<file path="src/rtl/multicycle_control.sv">
// Multi-cycle instruction control sequencer.
// Steps one decoded RISC-V instruction through DECODE / EXECUTE / MEM / WB,
// drives register write-back and data-memory strobes, and holds them across
// a req/ack handshake. Raises one-cycle traps for illegal opcodes, memory
// timeouts and (optionally) misaligned accesses.
// Optional feature macro: CTRL_MISALIGN_TRAP_EN -- when defined, misaligned
// loads/stores trap with cause 1 instead of being issued.
module multicycle_control #(
    parameter int XLEN    = 32,
    parameter int TIMEOUT = 15,
    localparam int BE     = XLEN / 8,
    localparam int LSB_W  = $clog2(XLEN / 8)
) (
    input  logic             clk,
    input  logic             rst_n,
    input  logic             instr_valid,
    output logic             instr_ready,
    input  logic [6:0]       opcode,
    input  logic [2:0]       func3,
    input  logic [LSB_W-1:0] addr_lsb,
    input  logic             mem_ack,
    output logic             mem_req,
    output logic             load_enable,
    output logic             store_enable,
    output logic [BE-1:0]    mem_write_enable,
    output logic             reg_write,
    output logic             trap,
    output logic [1:0]       trap_cause,
    output logic             busy
);

    localparam logic [2:0] S_IDLE    = 3'd0;
    localparam logic [2:0] S_DECODE  = 3'd1;
    localparam logic [2:0] S_EXECUTE = 3'd2;
    localparam logic [2:0] S_MEM     = 3'd3;
    localparam logic [2:0] S_WB      = 3'd4;
    localparam logic [2:0] S_TRAP    = 3'd5;

    localparam logic [1:0] CAUSE_ILLEGAL  = 2'd0;
    localparam logic [1:0] CAUSE_MISALIGN = 2'd1;
    localparam logic [1:0] CAUSE_TIMEOUT  = 2'd2;

    // Last MEM cycle index that may still complete before the timeout trap.
    localparam logic [7:0] CNT_LAST = 8'(TIMEOUT - 1);

    logic [2:0]    state_q, state_d;
    logic [1:0]    cause_q, cause_d;
    logic [7:0]    cnt_q;
    logic [6:0]    opcode_p0;
    logic [2:0]    func3_p0;
    logic [BE-1:0] mask_p1;
    logic          cls_wb, cls_ld, cls_st;

    function automatic logic is_wb_op(input logic [6:0] op);
        case (op)
            7'b0110011, 7'b0010011, 7'b0110111,
            7'b0010111, 7'b1101111, 7'b1100111: return 1'b1;
            default:                            return 1'b0;
        endcase
    endfunction

    // Byte, half, word always legal; double only on a 64-bit datapath.
    function automatic logic store_f3_ok(input logic [2:0] f3);
        if (f3[2])
            return 1'b0;
        if (f3[1:0] == 2'b11)
            return (XLEN == 64);
        return 1'b1;
    endfunction

    // Lane mask for the access size, shifted to the byte offset; lanes past BE drop off.
    function automatic logic [BE-1:0] store_mask(input logic [1:0] size,
                                                 input logic [LSB_W-1:0] lsb);
        logic [15:0] m;
        case (size)
            2'b00:   m = 16'h0001;
            2'b01:   m = 16'h0003;
            2'b10:   m = 16'h000F;
            default: m = 16'h00FF;
        endcase
        m = m << lsb;
        return m[BE-1:0];
    endfunction

`ifdef CTRL_MISALIGN_TRAP_EN
    function automatic logic misaligned(input logic [1:0] size,
                                        input logic [LSB_W-1:0] lsb);
        logic [2:0] low_bits;
        case (size)
            2'b00:   low_bits = 3'b000;
            2'b01:   low_bits = 3'b001;
            2'b10:   low_bits = 3'b011;
            default: low_bits = 3'b111;
        endcase
        return (3'(lsb) & low_bits) != 3'b000;
    endfunction
`endif

    assign cls_wb = is_wb_op(opcode_p0);
    assign cls_ld = (opcode_p0 == 7'b0000011);
    assign cls_st = (opcode_p0 == 7'b0100011);

    // Next-state and trap-cause selection.
    always_comb begin
        state_d = state_q;
        cause_d = cause_q;
        case (state_q)
            S_IDLE: begin
                if (instr_valid)
                    state_d = S_DECODE;
            end
            S_DECODE: begin
                if (!(cls_wb || cls_ld || cls_st) || (cls_st && !store_f3_ok(func3_p0))) begin
                    state_d = S_TRAP;
                    cause_d = CAUSE_ILLEGAL;
                end else begin
                    state_d = S_EXECUTE;
                end
            end
            S_EXECUTE: begin
                if (cls_wb) begin
                    state_d = S_WB;
`ifdef CTRL_MISALIGN_TRAP_EN
                end else if (misaligned(func3_p0[1:0], addr_lsb)) begin
                    state_d = S_TRAP;
                    cause_d = CAUSE_MISALIGN;
`endif
                end else begin
                    state_d = S_MEM;
                end
            end
            S_MEM: begin
                // An ack arriving on the timeout cycle still completes the access.
                if (mem_ack) begin
                    state_d = cls_ld ? S_WB : S_IDLE;
                end else if (cnt_q == CNT_LAST) begin
                    state_d = S_TRAP;
                    cause_d = CAUSE_TIMEOUT;
                end
            end
            S_WB:    state_d = S_IDLE;
            S_TRAP:  state_d = S_IDLE;
            default: state_d = S_IDLE;
        endcase
    end

    // Control state: FSM, MEM wait counter and sticky trap cause.
    always_ff @(posedge clk or negedge rst_n) begin
        if (!rst_n) begin
            state_q <= S_IDLE;
            cause_q <= CAUSE_ILLEGAL;
            cnt_q   <= 8'd0;
        end else begin
            state_q <= state_d;
            cause_q <= cause_d;
            cnt_q   <= (state_q == S_MEM) ? cnt_q + 8'd1 : 8'd0;
        end
    end

    // Instruction fields captured at accept, byte mask captured in EXECUTE.
    always_ff @(posedge clk) begin
        if (state_q == S_IDLE && instr_valid) begin
            opcode_p0 <= opcode;
            func3_p0  <= func3;
        end
        if (state_q == S_EXECUTE)
            mask_p1 <= store_mask(func3_p0[1:0], addr_lsb);
    end

    assign instr_ready      = (state_q == S_IDLE);
    assign busy             = (state_q != S_IDLE);
    assign mem_req          = (state_q == S_MEM);
    assign load_enable      = mem_req && cls_ld;
    assign store_enable     = mem_req && cls_st;
    assign mem_write_enable = store_enable ? mask_p1 : '0;
    assign reg_write        = (state_q == S_WB);
    assign trap             = (state_q == S_TRAP);
    assign trap_cause       = cause_q;

endmodule

</file>
<file path="config.mk">
export PLATFORM = sky130hd
export DESIGN_NAME = multicycle_control
export DESIGN_NICKNAME = d
export VERILOG_FILES = /design/src/rtl/multicycle_control.sv
export SDC_FILE = /design/constraint.sdc
export NUM_CORES = 1
export LEC_CHECK = 0
export CAP_MARGIN = 20
export CORE_MARGIN = 3
export CORE_UTILIZATION = 32
export CTS_CLUSTER_DIAMETER = 50
export DETAILED_ROUTE_END_ITERATION = 10
export PLACE_DENSITY = 0.65
export SETUP_SLACK_MARGIN = 0.15
export SYNTH_ARGS = -nofsm -noshare
export SYNTH_HDL_FRONTEND = slang
export SYNTH_SLANG_ARGS = --single-unit
</file>
<file path="constraint.sdc">
create_clock -name clk -period 1.52 [get_ports clk]
set_input_delay 0.228 -clock clk [delete_from_list [all_inputs] [get_ports clk]]
set_output_delay 0.228 -clock clk [all_outputs]
set_load 0.05 [all_outputs]
</file>
* Word level (Yosys, flattened, before mapping)
Index checks and enable logic that the tools add are counted.
Word-level totals: word-level logic and storage cells 72, bits in registers 27, input bits 16, output and inout port bits 13
Cells by class: multiplexer cells 26, add/subtract/negate cells 1, shift operators 1, eq/ne operators 22, reductions and logical operators 16
Operators with widths (count):
- case mux 8 bit (3 select lines) | 1
- == test 7 x 6 -> 1 bit, second input constant | 3
- 2-to-1 mux 3 bit | 6
- 2-to-1 mux 16 bit | 1
- left shift 16 x 2 -> 4 bit | 1
- == test 7 x 5 -> 1 bit, second input constant | 2
- == test 7 bit, second input constant | 2
- case mux 3 bit (4 select lines) | 1
- 2-to-1 mux 1 bit | 11
- adder 8 x 1 -> 8 bit, second input constant | 1
- == test 8 x 4 -> 1 bit, second input constant | 1
- 2-to-1 mux 8 bit | 1
- == test 7 x 2 -> 1 bit, second input constant | 1
- == test 3 x 2 -> 1 bit, second input constant | 2
- == test 3 bit, second input constant | 2
- 2-to-1 mux 2 bit | 3
- != test 2 bit, second input constant | 3
- OR reduction 6 bit | 1
- == test 2 bit, second input constant | 2
- logical AND 1 bit | 4
- 2-to-1 mux 4 bit | 1
- case mux 2 bit (2 select lines) | 1
- AND reduction 4 bit | 1
- == test 3 x 1 -> 1 bit, second input constant | 1
- 10 further kinds | 13

* Longest topological paths before layout
depth after elaboration 12, mapped depth 6, depth with buffers taken out 5

* Worst setup path after synthesis
Ideal clock, no wire load.
path type register to output, from register opcode_p0[2], to output port mem_write_enable[0], slack -1198 ps, data required time 1292 ps, data arrival time 2490 ps, path buffers 0, cell stages (with the launch flop) 4, cell sequence edfxtp_1 -> or4_4 -> nor4_2 -> and2_1
Between the ends: word-level cells in the longest chain between the ends 3
Ends and longest elaborated chain:
- from (decl) | line 49 | logic [6:0] opcode_p0;
- from (signal assigned) | line 163 | opcode_p0 <= opcode;
- == test 7 x 6 -> 1 bit | line 101 | assign cls_st = (opcode_p0 == 7'b0100011);
- logical AND 1 bit | line 174 | assign store_enable = mem_req && cls_st;
- via store_enable | line 24 | output logic store_enable,
- 2-to-1 mux 4 bit | line 175 | assign mem_write_enable = store_enable ? mask_p1 : '0;
- to (decl) | line 25 | output logic [BE-1:0] mem_write_enable,
The timed path passes the listed nets, and every way through them passes these cells.

* Final worst setup path
from register opcode_p0[2], to output port load_enable
Between the ends: word-level cells in the longest chain between the ends 2
Ends and longest elaborated chain:
- == test 7 x 2 -> 1 bit | line 100 | assign cls_ld = (opcode_p0 == 7'b0000011);
- logical AND 1 bit | line 173 | assign load_enable = mem_req && cls_ld;
- to (decl) | line 23 | output logic load_enable,
No other way between the ends.

==> key figures <==
Run status
  • Status: complete, but fails checks
  • Failing checks: negative setup slack

Detailed routing
  • DRC violations left: 0
  • Detailed Routing Iterations Pass 1: 4
  • Vias/cell: 4.70
  • DR vias: 916
  • DRT iter0 DRCs: 21
  • Antenna viol nets, final: 0
  • Routed wire length: 2.63 mm
  • Routed wire per std cell: 13.5 um

Global routing
  • Initial antenna violation count: 0
  • GRT Total Usage: 11.9%
  • Remaining global-route overflow: 0
  • Vias in the first global route: 940
  • Wire length of the first global-routing pass: 4.08 mm
  • Largest net degree at the start of global routing: 15

Yosys
  • Top post-synthesis cells by area: edfxtp_1 (34%), dfrtp_1 (24%), nor2_1 (3.9%), nor4_4 (3.4%), nand3_1 (2.8%)
  • Mapped Area: 1250 sq um
  • Number of synthesized register bits: 26
  • Synth top area share: 33.6%
  • Sequential share of the synthesized area: 57.5%
  • Syn Nets: 119
  • Library cells used by synthesis: 39
  • Yosys warning count: 0
  • Yosys top cell by area: edfxtp_1
  • Post-Syn Area per Cell: 12.4 sq um
  • Synth Instances: 101

Place
  • Setup WS pre-CTS: -282 ps
  • Hpwl dp: 2.05 mm
  • I/O Buffers: 27
  • GPL Wtd Cong: 0.788
  • DP Area: 1810 sq um
  • Placed cells: 189

Pwr
  • LEAKAGE: 0.754 nW
  • Cell Pwr Density: 1340 nW/um^2
  • VDD IR max: 0.000494 V
  • Design Power: 2.58 mW

Timing
  • RSZ-0062 raised after global routing: true
  • Period utilisation layout: 139%
  • Final Slew Violations: 0
  • Post-route clock skew: 2.20 ps
  • FMAX: 0.475 GHz
  • Final setup fails: 13
  • Hold Vio Cnt, Final: 0
  • Fin crit period: 2110 ps
  • Setup ws final: -586 ps
  • Relative slew slack: 65.0%
  • Least-Margin Pin Slew: 523 ps

Layout
  • Non-Filler Instances: 195
  • Multi-input gate area: 561 sq um
  • Fin nets: 166
  • Share of layout cells above drive strength 1: 34.7%
  • Filler cells: 322
  • Layout area overhead: 53.8%
  • Register area: 721 sq um
  • ANT cells: 0
  • Cell area after layout: 1930 sq um

Worst setup path
  • Crit-path max FO: 2
  • Reg2reg setup slack: -240 ps
  • Worst R2R Path Depth: 5
  • CP top delay family: simple AND/OR/NAND/NOR gates
  • WP buf/inv: 3
  • WP depth: 5
  • CP arrival: 1880 ps
  • CP Data Required Time: 1290 ps
  • Worst path max stage delay: 580 ps
  • Max stage delay cell, worst path: or4_4
  • Worst path most repeated cell: buf_4
  • CP startpoint kind: register
  • Critical Setup Path Class: register to output port
  • Crit-path cells: or4_4 > buf_4 > nor4_4 > buf_4 > buf_12
  • CP Capture Type: output port

CTS
  • Clk root buf: clkbuf_8
  • Clock-pin slew on the worst setup and hold paths: 90 ps
  • Clock H-tree levels: 1
  • Sink Count: 26
  • Worst skew pair latency: 260 ps
  • CTS Buffer Depth: 2
  • CTS tree: built
  • CTS Buf Count: 3

Floorplanning
  • # rows: 22
  • Core area: 3720 sq um
  • I/O Pins: 29
  • Die Ht: 68.6 um
  • Initial Utilization: 33.7%
  • Die area: 4700 sq um
  • Die Wd: 68.6 um

Run
  • Max cap viols: 0

Hold path
  • HP Class: input pin to async pin
## synthesized netlist by cell type (all sizes together)
master,n
edfxtp,14
nor2,13
dfrtp,12
nand3,7
and2,5
a21oi,4
inv,4
xor2,4
nand2b,3
nor3b,3
nor4,3
and3,2
buf,2
ha,2
o21ai,2
xnor2,2
a211oi,1
a311o,1
a31oi,1
a41oi,1
and3b,1
and4b,1
conb,1
nand2,1
nand3b,1
nor3,1
nor4bb,1
o21a,1
o21ba,1
o21bai,1
o31ai,1
or2b,1
or3,1
or4,1
or4b,1
## registers in the layout (all words and copies together) (netlist names)
register / cells
mask_p1: 4
trap_cause: 1
opcode_p0: 7
func3_p0: 3
state_q: 3
cnt_q: 8
## cell families after synthesis
family / synth area share [%]
xor gates and xnor gates: 4.20
adders and majority gates: 2.00
other: 0.299
buffers and inverters: 2.20
and+or+nand+nor: 24.7
AOI/OAI and AO/OA: 9.09
DFF: 57.5
## layout by cell type (no fill, tap or decap), types with 2 or more instances in the layout
cell / instances
and2_2: 2
nor4_4: 3
buf_4: 11
nor2_1: 13
dfrtp_1: 12
ha_1: 2
a21oi_1: 4
edfxtp_1: 14
clkdlybuf4s50_1: 15
clkbuf_8: 3
nor3b_2: 2
o21ai_0: 2
xor2_1: 4
inv_1: 2
and3_1: 2
nand3_1: 7
buf_6: 6
and2_4: 3
nand2b_1: 3
buf_12: 10
xnor2_1: 2
## worst paths after layout
path / start / endpoint
max: opcode_p0[2] / load_enable
min: rst_n / cnt_q[4]
max reg2reg: opcode_p0[2] / state_q[2]
min reg2reg: cnt_q[0] / cnt_q[0]
max in group asynchronous: rst_n / state_q[0]
min in group clk: cnt_q[0] / cnt_q[0]
## report_power, final
group	switching (mW)	internal (mW)	leakage (nW)
Combinational	0.639	0.608	0.436
Sequential	0.0680	0.877	0.295
Clock	0.205	0.181	0.0231
## repair_timing
| action | in CTS | in global routing |
|---|---|---|
| gates resized for setup | 12 | 3 |
| pin swaps | 0 | 3 |
| setup buffers | 1 | 0 |
| endpoints found under the setup margin | 25 | 29 |
| hold buffers | 0 | 0 |
| endpoints found under the hold margin | 0 | 0 |
| gates cloned | 1 | 0 |
## layer usage
| layer | vias up | track usage, % | wire (um) |
|---|---|---|---|
| met5 | - | 0 | 0 |
| met2 | 18 | 21.8 | 1450 |
| li1 | 459 | - | - |
| met3 | 6 | 1.62 | 74 |
| met1 | 433 | 13.5 | 1040 |
| met4 | 0 | 5.46 | 63 |
## layout make-up
class | count | area share [%]
clock buffer | 3 | 2.14
clock inverter | 1 | 0.195
inverter | 4 | 1.30
multi-input combinational | 70 | 29.1
sequential | 26 | 37.4
tap | 48 | 3.12
timing repair buffer | 43 | 26.8
## metrics by stage
stage          utilization [%]  hold WS [ps]  TNS [ps]
2_1_floorplan                -         -67.6     -4640
3_3_place_gp              48.7           465     -1970
3_5_place_dp              48.7           476     -2500
4_1_cts                   51.4           318     -4770
5_1_grt                   51.9           347     -5430
6_report                  51.9           301     -4510
Note: power is estimated with default switching activity, not from simulation.
